## config.mk

```make
export PLATFORM = sky130hd
export DESIGN_NAME = fetch_decode_stage
export DESIGN_NICKNAME = d
export VERILOG_FILES = /design/src/rtl/fetch_decode_stage.sv
export SDC_FILE = /design/constraint.sdc
export NUM_CORES = 1
export LEC_CHECK = 0
export ABC_AREA = 1
export CORE_MARGIN = 2
export CORE_UTILIZATION = 25
export CTS_BUF_LIST = sky130_fd_sc_hd__clkbuf_4 sky130_fd_sc_hd__clkbuf_8
export CTS_CLUSTER_DIAMETER = 40
export DETAILED_ROUTE_END_ITERATION = 8
export HOLD_SLACK_MARGIN = 0.03
export RECOVER_POWER = 25
export REMOVE_ABC_BUFFERS = 1
export SYNTH_ARGS = -nofsm -noshare
export SYNTH_HDL_FRONTEND = slang
export SYNTH_SLANG_ARGS = --single-unit
```

## constraint.sdc

```tcl
create_clock -name clock -period 2.25 [get_ports clock]
set_input_delay 0.5625 -clock clock [delete_from_list [all_inputs] [get_ports clock]]
set_output_delay 0.5625 -clock clock [all_outputs]
set_load 0.02 [all_outputs]
```

## src/rtl/fetch_decode_stage.sv

```systemverilog
// fetch_decode_stage
//
// Purpose:
//   Fetch/decode pipeline stage. It latches an instruction word and its PC
//   into a valid-tagged instruction register (IR), with stall, flush and
//   ready handshakes. From the IR it produces the sequential, jump and branch
//   PC targets, the decoded instruction fields and the register-file read
//   addresses.
//
// Optional build macro:
//   FD_DECODE_REG_EN - when defined, the decoded outputs and PC targets get
//   their own register stage, tagged by dec_valid (latency N+2). When it is
//   undefined they are combinational from the IR (latency N+1).
//
// Ports:
//   clock, reset   - rising-edge clock, asynchronous active-high reset
//   imem_data/pc   - instruction word and its PC from instruction memory
//   imem_valid     - imem_data/imem_pc are valid this cycle
//   imem_ready     - the stage accepts imem_data this cycle
//   stall, flush   - downstream hold request / squash the IR contents
//   addrbase       - addr1 source select (0:R0, 1:rs, 2:addr2, 3:rs)
//   mulreg         - LSB of addr2
//   ir_valid, ir, ir_pc - instruction register contents
//   pc_seq, pc_jump, pc_branch - next-PC candidates
//   opcode, func, offset, rdest_bit0 - decoded instruction fields
//   addr1, addr2   - register-file read addresses
//   dec_valid      - decode register valid (FD_DECODE_REG_EN only)
//   stall_cnt      - saturating count of stalled cycles holding a live IR

module fetch_decode_stage #(
    parameter int DW      = 16,
    parameter int REG_AW  = 4,
    parameter int PC_STEP = 2,
    parameter int IMM_W   = 8,
    parameter int CNT_W   = 8
) (
    input  logic              clock,
    input  logic              reset,
    input  logic [DW-1:0]     imem_data,
    input  logic              imem_valid,
    input  logic [DW-1:0]     imem_pc,
    output logic              imem_ready,
    input  logic              stall,
    input  logic              flush,
    input  logic [1:0]        addrbase,
    input  logic              mulreg,
    output logic              ir_valid,
    output logic [DW-1:0]     ir,
    output logic [DW-1:0]     ir_pc,
    output logic [DW-1:0]     pc_seq,
    output logic [DW-1:0]     pc_jump,
    output logic [DW-1:0]     pc_branch,
    output logic [4:0]        opcode,
    output logic [2:0]        func,
    output logic [DW-6:0]     offset,
    output logic              rdest_bit0,
    output logic [REG_AW-1:0] addr1,
    output logic [REG_AW-1:0] addr2,
`ifdef FD_DECODE_REG_EN
    output logic              dec_valid,
`endif
    output logic [CNT_W-1:0]  stall_cnt
);

    typedef enum logic {
        EMPTY = 1'b0,
        FULL  = 1'b1
    } state_t;

    state_t state;
    state_t state_next;
    logic   load;

    // The stage can take a word whenever it is empty or the downstream is
    // not holding it; a flush overrides any acceptance that cycle.
    assign ir_valid   = (state == FULL);
    assign imem_ready = !ir_valid || !stall;

    // State register for the EMPTY/FULL occupancy of the IR.
    always_ff @(posedge clock or posedge reset) begin
        if (reset) begin
            state <= EMPTY;
        end else begin
            state <= state_next;
        end
    end

    // Next-state and load enable. Flush wins over everything and drops any
    // word presented in the same cycle; otherwise an accepted word always
    // loads, a stalled FULL stage holds, and a FULL stage with nothing new
    // drains to EMPTY.
    always_comb begin
        state_next = state;
        load       = 1'b0;
        if (flush) begin
            state_next = EMPTY;
        end else if (imem_valid && imem_ready) begin
            load       = 1'b1;
            state_next = FULL;
        end else if (state == FULL && stall) begin
            state_next = FULL;
        end else begin
            state_next = EMPTY;
        end
    end

    // Instruction register and its PC. They only change on a load, so the
    // decoded outputs stay deterministic while the stage is EMPTY.
    always_ff @(posedge clock or posedge reset) begin
        if (reset) begin
            ir    <= '0;
            ir_pc <= '0;
        end else if (load) begin
            ir    <= imem_data;
            ir_pc <= imem_pc;
        end
    end

    // Stall counter: counts cycles in which a live instruction is held by
    // stall (and not squashed). It sticks at all-ones instead of wrapping.
    always_ff @(posedge clock or posedge reset) begin
        if (reset) begin
            stall_cnt <= '0;
        end else if (ir_valid && stall && !flush && (stall_cnt != '1)) begin
            stall_cnt <= stall_cnt + 1'b1;
        end
    end

    // Decode of the IR contents.
    logic [DW-1:0]     imm_ext;
    logic [DW-1:0]     seq_c;
    logic [DW-1:0]     jump_c;
    logic [DW-1:0]     branch_c;
    logic [REG_AW-1:0] rs;
    logic [REG_AW-1:0] addr1_c;
    logic [REG_AW-1:0] addr2_c;

    // Branch displacement is a signed halfword count, hence the shift by one.
    assign imm_ext  = {{(DW-IMM_W){ir[IMM_W-1]}}, ir[IMM_W-1:0]};
    assign seq_c    = ir_pc + DW'(PC_STEP);
    assign jump_c   = {ir_pc[DW-1:DW-2], ir[DW-4:0], 1'b0};
    assign branch_c = ir_pc + (imm_ext << 1);
    assign rs       = ir[3+REG_AW-1:3];
    assign addr2_c  = {ir[8+REG_AW-2:8], mulreg};

    // Read address 1 source select; codes 1 and 3 both pick rs.
    always_comb begin
        addr1_c = '0;
        case (addrbase)
            2'd0: addr1_c = '0;
            2'd1: addr1_c = rs;
            2'd2: addr1_c = addr2_c;
            2'd3: addr1_c = rs;
        endcase
    end

`ifdef FD_DECODE_REG_EN
    // Registered decode stage. It follows the same rules as the IR one stage
    // later: flush empties it, stall holds it, otherwise it takes whatever
    // the IR holds (live or not) along with the IR valid bit.
    always_ff @(posedge clock or posedge reset) begin
        if (reset) begin
            dec_valid  <= 1'b0;
            pc_seq     <= '0;
            pc_jump    <= '0;
            pc_branch  <= '0;
            opcode     <= '0;
            func       <= '0;
            offset     <= '0;
            rdest_bit0 <= 1'b0;
            addr1      <= '0;
            addr2      <= '0;
        end else if (flush) begin
            dec_valid  <= 1'b0;
        end else if (!stall) begin
            dec_valid  <= ir_valid;
            pc_seq     <= seq_c;
            pc_jump    <= jump_c;
            pc_branch  <= branch_c;
            opcode     <= ir[DW-1:DW-5];
            func       <= ir[2:0];
            offset     <= ir[DW-6:0];
            rdest_bit0 <= ir[7];
            addr1      <= addr1_c;
            addr2      <= addr2_c;
        end
    end
`else
    assign pc_seq     = seq_c;
    assign pc_jump    = jump_c;
    assign pc_branch  = branch_c;
    assign opcode     = ir[DW-1:DW-5];
    assign func       = ir[2:0];
    assign offset     = ir[DW-6:0];
    assign rdest_bit0 = ir[7];
    assign addr1      = addr1_c;
    assign addr2      = addr2_c;
`endif

endmodule

```

==> results.sh <==
export IMPL_status="finished with violations"
export IMPL_violations="setup timing"
export IMPL_drt_total_wl_um=10500
export IMPL_synth_edf_count=0
export IMPL_cts_path_max_buffers=2
export IMPL_clockRootBuffer="clkbuf_8"
export IMPL_worstSetupEndpointType="output port"
export IMPL_post_route_period_util=1.11
export IMPL_place_gp_congestion=0.922
export IMPL_cp_max_fo=8
export IMPL_critPathRequiredTime_ps=1690
export IMPL_insertedDiodeCount=0
export IMPL_stdcell_count=792
export IMPL_nNetsFinal=672
export IMPL_final_min_clock_period_ps=2490
export IMPL_max_freq_ghz=0.402
export IMPL_die_w_um=120
export IMPL_netlist_top_cells_count="96 x nand2_1, 62 x inv_1, 42 x buf_4"
export IMPL_overflow=0
export IMPL_initial_core_util=0.254
export IMPL_hpwlAfterDp_um=8090
export IMPL_synth_top_family_by_area="simple AND/OR/NAND/NOR gates"
export IMPL_hold_depth=1
export IMPL_htreeDepth=2
export IMPL_synth_area_mux_share=0.0492
export IMPL_synth_area_um2=3360
export IMPL_vias=3294
export IMPL_cts_hold_buf=0
export IMPL_drive_gt1_frac=0.394
export IMPL_seq_area_frac_synth=0.306
export IMPL_synth_top_area_frac=0.306
export IMPL_power_frac_seq=0.197
export IMPL_skew_ps=4.63
export IMPL_intPower_uw=2970
export IMPL_synthDistinctLibCells=36
export IMPL_clock_latency_ps=290
export IMPL_power_switching_uw=2310
export IMPL_drv_cap=0
export IMPL_grt_pass1_wl_um=16600
export IMPL_place_ws_ps=-508
export IMPL_detail_route_wl_per_cell_um=13.3
export IMPL_tightest_slew_ps=816
export IMPL_rsz0062_at_grt="yes"
export IMPL_core_um2=13200
export IMPL_path_cells="ha_4 > a21oi_2 > nand2_2 > a21oi_1 > nand2_1 > nand2_1 > nand2_2 > buf_6"
export IMPL_cp_data_arrival_time_ps=1920
export IMPL_slew_headroom=0.456
export IMPL_yosys_register_bits=41
export IMPL_antenna_found_initial=1
export IMPL_cp_slowest_stage_delay_ps=580
export IMPL_synth_compound_area_share=0.0790
export IMPL_hold_class="reg -> reg"
export IMPL_p_sw_frac=0.437
export IMPL_synth_fa_ha_area_frac=0.0656
export IMPL_setup_ws_ps=-237
export IMPL_total_power_uw=5280
export IMPL_worstSetupPathType="reg -> out"
export IMPL_rows=42
export IMPL_viasPerCell=4.16
export IMPL_p_clk_frac=0.122
export IMPL_cts_tree="built"
export IMPL_dieArea_um2=14400
export IMPL_dp_cells=770
export IMPL_cts_sinks=41
export IMPL_rr_worst_depth=8
export IMPL_syn_avg_cell_area_um2=7.84
export IMPL_grt_max_degree=31
export IMPL_finalHoldViolCount=0
export IMPL_cts_clk_slew_worst_paths_ps=90
export IMPL_ys_top_cells_by_area="dfrtp_1 31%, nand2_1 11%, buf_4 9.4%, inv_1 6.9%, ha_1 6.0%"
export IMPL_drc=0
export IMPL_die_h_um=120
export IMPL_power_leakage_uw=0.00282
export IMPL_syn_inst=428
export IMPL_async_flop_share=1.00
export IMPL_ios=158
export IMPL_post_synth_top_count_cell="nand2_1"
export IMPL_max_vdd_ir_drop_v=0.000512
export IMPL_yosysWarnings=0
export IMPL_start_kind="register"
export IMPL_finalInstanceArea_um2=5920
export IMPL_drt_iter0_drc=94
export IMPL_powerDensity_nw_per_um2=891
export IMPL_dr_pass1_iters=4
export IMPL_synth_simple_gate_area_share=0.248
export IMPL_crit_slowest_cell="dfrtp_4"
export IMPL_area_growth_pct=76.4
export IMPL_slew_violations=0
export IMPL_track_usage=0.143
export IMPL_synthFlopType="dfrtp_1"
export IMPL_combPwrFrac=0.681
export IMPL_cts_made_buffers=5
export IMPL_portBuffers=156
export IMPL_grt_pass1_vias=3275
export IMPL_synth_xor_area_share=0.0701
export IMPL_setup_viol=17
export IMPL_antenna_left=0
export IMPL_whs_ps=550
export IMPL_synth_top_cell_by_area="dfrtp_1"
export IMPL_placedInstanceArea_um2=5240
metrics by stage:
step                      TNS [ps]   util
after floorplan              -4060      -
after global placement       -7210  0.398
after detailed placement     -7610  0.398
after CTS                    -2070  0.428
after global routing         -4100  0.449
final                        -2080  0.449
routing by layer:
layer  global-route usage  part of all wire  up-vias
li1                     -                 -     1657
met1                0.169              0.41     1545
met2                0.271              0.54       81
met3               0.0271             0.037        9
met4               0.0221            0.0067        2
met5                    0            0.0012        -
registers in the layout, summed over array words and instances (netlist names):
| signal | flops |
|---|---|
| ir | 16 |
| ir_valid | 1 |
| stall_cnt | 8 |
| ir_pc | 16 |
area by class of cell:
class / instances / area [um2]
inverters: 66 / 260
fillers: 1258 / 7270
clock inverters: 2 / 37.5
repair buffers: 227 / 2110
multi-input cells: 274 / 2180
flip-flops and latches: 41 / 1030
clock buffers: 6 / 82.6
well taps: 176 / 220
worst paths after layout:
path | startpoint | end | slack (ps)
worst max register to register | stall_cnt[1]$_DFFE_PP0P_ | stall_cnt[2]$_DFFE_PP0P_ | 580
worst min register to register | ir[15]$_DFFE_PP0P_ | ir[15]$_DFFE_PP0P_ | 550
worst max-delay path | ir[7]$_DFFE_PP0P_ | pc_branch[14] | -240
worst min-delay path | ir[15]$_DFFE_PP0P_ | ir[15]$_DFFE_PP0P_ | 550
min in group asynchronous | reset | stall_cnt[3]$_DFFE_PP0P_ | 710
max in group asynchronous | reset | ir[7]$_DFFE_PP0P_ | 300
timing repair:
item,CTS,global route
buffers inserted,5,10
endpoints found under the hold margin,0,0
gates resized for setup,197,75
setup endpoints to repair,33,30
pin swaps,25,40
power groups by stage:
stage / clock network [uW] / logic (uW) / registers, uW
after detailed placement: 0 / 3150 / 1010
after floorplan: 0 / 1270 / 1350
after global routing: 703 / 3840 / 1060
after CTS: 675 / 3350 / 1030
final: 646 / 3590 / 1040
after global placement: 0 / 3130 / 1010
worst max-delay path: cells and delay by family, from the launching register on:
family                   cells  cell delay [ps]
AO/OA/AOI/OAI                2              370
adder cells (fa/ha/maj)      1              270
buffers and inverters        1              130
flip-flops                   1              580
AND/OR/NAND/NOR              4              290
cells in the final DEF, fill, tap and decap left out, types with 5 or more instances in the layout:
cell               n
nand2_2           25
inv_1             56
ha_4              14
nand3_1           10
dfrtp_1           40
clkbuf_2           5
nor2_4             5
buf_6             20
buf_4             70
nand2_1           72
nor2_1            31
nand3_2            8
clkbuf_8           6
nand2_4            7
dlygate4sd2_1      7
inv_2              6
nor2_2             6
mux2_4             8
xor2_1            16
a21oi_2           24
clkdlybuf4s50_1  116
kinds of logic (layout without fill, tap and decap cells):
group | Yosys count | in the layout
flops | 41 | 41
compound gates | 36 | 36
simple gates | 182 | 182
mux | 12 | 12
buf+inv | 113 | 301
fa+ha+maj | 17 | 17
xor+xnor | 26 | 26
other cells | 1 | 1
Note: power is estimated with default switching activity, not from simulation.
